==> src/rtl/irda_pkg.sv <==
// Shared IrDA SIR definitions: FSM state encoding and default timing
// constants for a 50 MHz clock at 9600 baud.
package irda_pkg;

   typedef enum logic [1:0] {
      IDLE  = 2'd0,
      PULSE = 2'd1,
      WAIT  = 2'd2,
      GUARD = 2'd3
   } irda_state_e;

   // 50 MHz / 9600 baud, rounded to the nearest clock
   localparam int BIT_CYCLES_9600 = 5208;
   // 3/16 of a 9600 baud bit period, rounded to the nearest clock
   localparam int PULSE_3_16      = 977;
   // start + 8 data + stop
   localparam int FRAME_BITS_8N1  = 10;
   // one bit period of echo guard after the stop bit
   localparam int GUARD_9600      = 5208;
   // wide enough for BIT_CYCLES_9600 and GUARD_9600
   localparam int CNT_W_9600      = 14;

endpackage

==> src/rtl/irda_bit_timer.sv <==
// Bit-period timer shared by the IrDA transmit and receive paths: one
// clearable/enabled up-counter with terminal-count flags for the end of
// the IR pulse, the end of a bit period and the end of the guard time.
module irda_bit_timer #(
   parameter int CNT_W        = 14,
   parameter int PULSE_CYCLES = 977,
   parameter int BIT_CYCLES   = 5208,
   parameter int GUARD_CYCLES = 5208
) (
   input  logic clock,
   input  logic reset,
   input  logic clear,
   input  logic enable,
   output logic pulse_done,
   output logic bit_done,
   output logic guard_done
);

   localparam logic [CNT_W-1:0] PULSE_LAST = CNT_W'(PULSE_CYCLES - 1);
   localparam logic [CNT_W-1:0] BIT_LAST   = CNT_W'(BIT_CYCLES - 1);
   localparam logic [CNT_W-1:0] GUARD_LAST = CNT_W'(GUARD_CYCLES - 1);

   logic [CNT_W-1:0] count_q;
   logic [CNT_W-1:0] count_d;

   // Clear wins over enable so a terminal count can restart the period
   always_comb begin
      count_d = count_q;
      if (clear) begin
         count_d = '0;
      end else if (enable) begin
         count_d = count_q + CNT_W'(1);
      end
   end

   // Counter register, cleared by the active-low asynchronous reset
   always_ff @(posedge clock or negedge reset) begin
      if (!reset) begin
         count_q <= '0;
      end else begin
         count_q <= count_d;
      end
   end

   assign pulse_done = (count_q == PULSE_LAST);
   assign bit_done   = (count_q == BIT_LAST);
   assign guard_done = (count_q == GUARD_LAST);

endmodule

==> src/rtl/irda_tx_modulator.sv <==
// IrDA SIR transmit modulator: turns each 0 bit of a UART frame into one
// short IR pulse and flags the frame plus a guard time on `sending` so the
// receiver can blank out the local optical echo.
module irda_tx_modulator
   import irda_pkg::*;
#(
   parameter int BIT_CYCLES   = BIT_CYCLES_9600,
   parameter int PULSE_CYCLES = PULSE_3_16,
   parameter int FRAME_BITS   = FRAME_BITS_8N1,
   parameter int GUARD_CYCLES = GUARD_9600,
   parameter int CNT_W        = CNT_W_9600
) (
   input  logic       clock,
   input  logic       reset,
   input  logic       tx_enable,
   input  logic       uart_tx_data,
   output logic       ir_tx_data,
   output logic       sending,
   output logic [3:0] bit_index
);

   localparam logic [3:0] LAST_BIT = 4'(FRAME_BITS - 1);

   irda_state_e state_q;
   irda_state_e state_d;
   logic [3:0]  bit_index_q;
   logic [3:0]  bit_index_d;
   logic        ir_tx_data_q;
   logic        ir_tx_data_d;
   logic        sending_q;
   logic        sending_d;
   logic        sync_1_q;
   logic        sync_2_q;
   logic        line_s;
   logic        timer_clear;
   logic        timer_enable;
   logic        pulse_done;
   logic        bit_done;
   logic        guard_done;

   // Two-flop synchroniser for the asynchronous UART line; resets to the
   // idle-high level so reset never looks like a start bit
   always_ff @(posedge clock or negedge reset) begin
      if (!reset) begin
         sync_1_q <= 1'b1;
         sync_2_q <= 1'b1;
      end else begin
         sync_1_q <= uart_tx_data;
         sync_2_q <= sync_1_q;
      end
   end

   assign line_s = sync_2_q;

   // One counter spans PULSE and WAIT so every bit is exactly BIT_CYCLES long
   irda_bit_timer #(
      .CNT_W       (CNT_W),
      .PULSE_CYCLES(PULSE_CYCLES),
      .BIT_CYCLES  (BIT_CYCLES),
      .GUARD_CYCLES(GUARD_CYCLES)
   ) u_bit_timer (
      .clock     (clock),
      .reset     (reset),
      .clear     (timer_clear),
      .enable    (timer_enable),
      .pulse_done(pulse_done),
      .bit_done  (bit_done),
      .guard_done(guard_done)
   );

   // Next-state and next-output logic; outputs are computed one cycle
   // ahead so they leave the block straight from flops
   always_comb begin
      state_d      = state_q;
      bit_index_d  = bit_index_q;
      ir_tx_data_d = 1'b0;
      sending_d    = 1'b0;
      timer_clear  = 1'b0;
      timer_enable = 1'b0;
      if (!tx_enable) begin
         state_d     = IDLE;
         bit_index_d = '0;
         timer_clear = 1'b1;
      end else begin
         case (state_q)
            IDLE: begin
               timer_clear = 1'b1;
               if (!line_s) begin
                  state_d      = PULSE;
                  bit_index_d  = '0;
                  ir_tx_data_d = 1'b1;
                  sending_d    = 1'b1;
               end
            end
            PULSE: begin
               timer_enable = 1'b1;
               sending_d    = 1'b1;
               ir_tx_data_d = 1'b1;
               if (pulse_done) begin
                  state_d      = WAIT;
                  ir_tx_data_d = 1'b0;
               end
            end
            WAIT: begin
               sending_d = 1'b1;
               if (bit_done) begin
                  timer_clear = 1'b1;
                  if (bit_index_q == LAST_BIT) begin
                     state_d = GUARD;
                  end else begin
                     bit_index_d = bit_index_q + 4'd1;
                     if (!line_s) begin
                        state_d      = PULSE;
                        ir_tx_data_d = 1'b1;
                     end
                  end
               end else begin
                  timer_enable = 1'b1;
               end
            end
            GUARD: begin
               sending_d = 1'b1;
               if (guard_done) begin
                  timer_clear = 1'b1;
                  state_d     = IDLE;
                  sending_d   = 1'b0;
               end else begin
                  timer_enable = 1'b1;
               end
            end
            default: begin
               state_d = IDLE;
            end
         endcase
      end
   end

   // State and registered-output flops
   always_ff @(posedge clock or negedge reset) begin
      if (!reset) begin
         state_q      <= IDLE;
         bit_index_q  <= '0;
         ir_tx_data_q <= 1'b0;
         sending_q    <= 1'b0;
      end else begin
         state_q      <= state_d;
         bit_index_q  <= bit_index_d;
         ir_tx_data_q <= ir_tx_data_d;
         sending_q    <= sending_d;
      end
   end

   assign ir_tx_data = ir_tx_data_q;
   assign sending    = sending_q;
   assign bit_index  = bit_index_q;

endmodule

==> config.mk <==
export PLATFORM = sky130hd
export DESIGN_NAME = irda_tx_modulator
export DESIGN_NICKNAME = d
export VERILOG_FILES = /design/src/rtl/irda_pkg.sv /design/src/rtl/irda_bit_timer.sv /design/src/rtl/irda_tx_modulator.sv
export SDC_FILE = /design/constraint.sdc
export NUM_CORES = 1
export LEC_CHECK = 0
export ABC_AREA = 1
export ABC_CLOCK_PERIOD_IN_PS = 2000
export CAP_MARGIN = 30
export CORE_ASPECT_RATIO = 0.9
export CORE_UTILIZATION = 40
export DETAILED_ROUTE_END_ITERATION = 8
export DONT_BUFFER_PORTS = 1
export SETUP_SLACK_MARGIN = 0.4
export SYNTH_ARGS = -nofsm -noshare
export SYNTH_HDL_FRONTEND = slang
export SYNTH_SLANG_ARGS = --single-unit
==> constraint.sdc <==
create_clock -name clock -period 2 [get_ports clock]
set_input_delay 0.1 -clock clock [delete_from_list [all_inputs] [get_ports clock]]
set_output_delay 0.1 -clock clock [all_outputs]
set_load 0.02 [all_outputs]
# Word level (Yosys, flattened, before mapping)
# Cells that the tools add are included.
op_classes:
  n_addsub: 2
  mux: 28
  reduce_logical: 6
  n_eq_ne: 12
op_table:
  columns: ["operator", "n"]
  rows:
  - ["$mux 14", 2]
  - ["$mux 4", 4]
  - ["$ne 3x3->1 const B", 5]
  - ["$add 14x1->14 const B", 1]
  - ["$eq 14x10->1 const B", 1]
  - ["$eq 14x13->1 const B", 1]
  - ["$mux 2", 6]
  - ["$mux 1", 10]
  - ["$pmux 2 s4", 1]
  - ["$pmux 4 s2", 1]
  - ["$pmux 1 s3", 2]
  - ["$add 4x1->4 const B", 1]
  - ["$eq 2x2->1 const B", 2]
  - ["$eq 4x4->1 const B", 1]
  - ["$pmux 1 s2", 2]
  - ["$reduce_and 4->1", 1]
  - ["$reduce_or 2->1", 2]
  - ["$ne 3x1->1 const B", 1]
  - ["$reduce_and 3->1", 1]
  - ["$eq 2x1->1 const B", 1]
  - ["$logic_not 2->1", 1]
  - ["$reduce_bool 2->1", 1]
word_totals:
  output_inout_bits: 6
  inputBits: 4
  elab_cells: 55
  reg_bits: 24

# Logic depth before layout (Yosys ltp)
depth:
  word_depth: 6
  mapped_depth: 11
  ltp_nobuf: 11

# Cells and area by module
# Synthesis repeated with hierarchy kept, for this count alone.
unflattened:
  cells_unflattened: 214
  area_unflattened_um2: 1570.3
modules_own_cells:
  columns: ["module", "seq_area_each_um2", "area_each_um2", "n_inst", "cells_each"]
  rows:
  - ["irda_bit_timer", 350.3, 874.6, 1, 120]
  - ["irda_tx_modulator", 252.7, 695.7, 1, 94]

# Worst setup path before layout
# Ideal clock, no wire load.
synth_timing:
  path_type: "register -> register"
  startpoint: "register u_bit_timer.count_q[0]"
  endpoint: "register u_bit_timer.count_q[10]"
  path_stages_with_launch: 10
  n_path_buf: 1
  arrival_time_ps: 1349
  setup_time_ps: 118
  path_slack_ps: 533
  required_time_ps: 1882
  period_less_slack_ps: 1467
  cell_sequence: "dfrtp_1 ha_1 nand2_2 inv_1 nand2_1 nor2_1 nand2_2 o21ai_4 buf_6 nor2_1"
synth_between:
  elab_chain_len: 5
  elab_cells_between_ends: 11
  cone_classes: "add/sub: 1; eq/ne: 1; mux: 8; reduce/logical: 1"
synth_rtl:
  columns: ["item", "line_no", "source"]
  rows:
  - ["from (decl)", "irda_bit_timer.sv:23", "logic [CNT_W-1:0] count_q;"]
  - ["from (signal assigned)", "irda_bit_timer.sv:41", "count_q <= count_d;"]
  - ["branches (longest 5 deep; another with $add 14x1->14)", null, null]
# Parallel ways; which one is timed is not known. The select of a mux whose other input is x is not followed.
# A chain may end at the register's enable or synchronous reset.

# Worst setup path in the final report
layout_timing:
  startpoint: "register u_bit_timer.count_q[1]"
  endpoint: "register u_bit_timer.count_q[6]"
# The elaborated chain is that of the path after synthesis.

==> flow_summary.ini <==
[power_and_ir_drop]
totalPowerFinal_uw = 1410
leakage_uw = 0.000838
irDropWorstVdd_mv = 0.284
p_per_area_nw_per_um2 = 780

[cts]
cts_tree = yes
htree_levels = 1
clk_pin_slew_ps = 90
clock_sinks = 24
cts_inserted_buffers = 3
clkLatencyLatePin_ps = 280
clock_path_buffers = 2
cts-root-buf = clkbuf_8

[timing]
max_freq_mhz = 646
hold_violations = 0
tns_ps = 0
setup_viol = 0
finalMaxSlewViolations = 0
finalCriticalPeriod_ps = 1550
relSlewSlack_pct = 78.0
rsz0062_at_grt = yes
worstMarginPinSlew_ps = 330
fin_skew_ps = 2.79
period_share_pct = 77.4

[detailed_routing]
first_iter_violations = 90
num_vias = 1335
drt-total-wl_mm = 3.45
drc = 0
ant_nets = 0
first_pass_iters = 4
avgViaCountPerCell = 5.02
routed_wire_length_per_instance_microns = 13.0

[logic_synthesis]
yosysTopAreaCell = dfrtp_1
synthTopCellsByCount = 45 x nand2_1, 38 x nor2_1, 28 x inv_1
synth_cells = 208
synth_top_flop_cell = dfrtp_1
ys_seq_area_share_pct = 40.2
syn_nets = 220
syn-cell-area_sq_um = 1500
synth-edff-count = 0
syn_avg_cell_area_sq_um = 7.22
ys_warn_count = 0
async_flop_share_pct = 100
synth_top_cells_by_area = dfrtp_1 37%, nand2_1 11%, nor2_1 9.5%
synth.top_cell.area_share_pct = 36.7
ys_seq_elements = 24
ys_types = 24
synth.most_common_cell = nand2_1

[grt]
grt_max_degree = 25
met3_usage_pct = 2.86
grt_overflow = 0
met2_usage_pct = 29.3
grt_pass1_vias = 1236
grt.total_usage_pct = 18.8
antenna_found_initial = 0
use_met1_pct = 25.8
gr-max-usage-layer = met2
grt_pass1_wl_mm = 5.58

[place]
gp_congestion = 0.874
dpl.hpwl_mm = 2.43
port_buffers = 0

[worst_setup_path]
end_kind = flip-flop
worstPathArrival_ps = 1710
start_kind = flip-flop
crit_type = flip-flop to flip-flop
crit_fanout = 9
cp_data_required_time_ps = 2160

[cells_and_area]
final_core_util_pct = 51.9
area_delta_synth_final_pct = 20.2
antenna_cells = 0
final_layout_size_suffix_gt1_share_pct = 18.0
final_nets = 235

[floorplan]
die_x_microns = 66.6
initial_utilization_pct = 43.2
pin_count = 10
die_area_sq_um = 4000
num_rows = 20
die_y_microns = 60.1
core_sq_um = 3480

[run]
cap_violations = 0

[status]
status = complete, no violations

[hold_path]
min_path_type = input port to flip-flop
[flip-flops by register name (all words and copies together) (netlist names)]
signal,count
u_bit_timer.count_q,14
line_s,1
sending,1
bit_index,4
state_q,2
sync_1_q,1
ir_tx_data,1
[power by group]
group / switching [uW] / total (uW) / leakage (uW) / internal (uW)
Combinational: 211 / 370 / 0.000483 / 159
Clock: 172 / 440 / 0.0000357 / 268
Sequential: 70.9 / 598 / 0.000319 / 527
Total: 453 / 1410 / 0.000838 / 954
[cells in the final DEF, fill, tap and decap left out, types with 2 or more instances in the layout]
master         netlist  layout
nand3_1             17      15
buf_4                0       6
nand2_2              4       2
nor3_1               7       7
dlygate4sd3_1        0       3
clkbuf_8             0       3
nor2_1              38      37
nand3_2              0       2
a21oi_1              8       8
ha_4                 0       2
dfstp_2              2       2
nand2_4              0       3
nor4_1               2       2
dfrtp_1             22      19
o21ai_0              6       6
inv_2                2       4
inv_1               28      24
dfrtp_2              0       3
buf_12               0       2
or2_2                2       2
xor2_1               3       3
ha_1                 8       5
nor2_2               1       2
inv_4                0       2
nand2_1             45      44
nand4_1              6       6
[metrics by stage]
step / hold WS (ps) / std cells / setup WS (ps) / instance area (sq um)
final: 72.9 / 266 / 452 / 1800
after global routing: 78.7 / 266 / 364 / 1800
after CTS: 94.2 / 262 / 403 / 1710
after detailed placement: -195 / 250 / 284 / 1540
after global placement: -195 / 250 / 357 / 1540
after floorplan: -196 / 208 / 533 / 1500
[final timing paths]
| check | from | endpoint | slack, ps | cells after the start |
|---|---|---|---|---|
| max | u_bit_timer.count_q[1]$_DFFE_PN0P_ | u_bit_timer.count_q[6]$_DFFE_PN0P_ | 450 | 9 |
| min | tx_enable | state_q[0]$_DFFE_PN0P_ | 70 | 3 |
| max reg2reg | u_bit_timer.count_q[1]$_DFFE_PN0P_ | u_bit_timer.count_q[6]$_DFFE_PN0P_ | 450 | 9 |
| min reg2reg | sync_1_q$_DFF_PN1_ | line_s$_DFF_PN1_ | 360 | 0 |
| max in group asynchronous | reset | sync_1_q$_DFF_PN1_ | 1520 | 2 |
| min in group asynchronous | reset | u_bit_timer.count_q[13]$_DFFE_PN0P_ | 250 | 2 |
[worst max-delay path: stages (launching register included)]
cell and delay [ps]:
dfrtp_1 420, ha_4 170, nand2_4 60, inv_2 70, nand2_1 50, nor2_1 130, nand2_2 140, o21ai_4 190
buf_12 140, nor3_1 50
[layer usage]
metal,vias up,wire length [microns]
met5,-,0
li1,685,-
met3,5,91
met2,20,1560
met1,625,1750
met4,0,51
[area by class of cell]
class / count / area [sq um]
clock buffers: 3 / 41.3
clock inverters: 1 / 30.0
fillers: 324 / 1670
inverters: 31 / 121
multi-input cells: 151 / 823
flip-flops and latches: 24 / 607
well taps: 44 / 55.1
repair buffers: 12 / 126
[kinds of logic (layout without fill, tap and decap cells)]
logic type                 count (synthesis)  in the layout  share of synthesized area [%]
and+or+nand+nor                          123            123                           35.7
buffers and inverters                     33             47                           8.83
DFF                                       24             24                           40.2
AOI/OAI and AO/OA                         16             16                           6.25
adders and majority gates                  8              8                           6.67
xor gates and xnor gates                   4              4                           2.33
[what timing repair did]
action	in CTS	in global routing
pin swaps	1	7
endpoints found under the setup margin	15	20
hold buffers	4	0
resized for setup	1	21
buffers inserted	4	4
hold endpoints to repair	26	0
No activity file was read; power rests on OpenSTA's default activity.
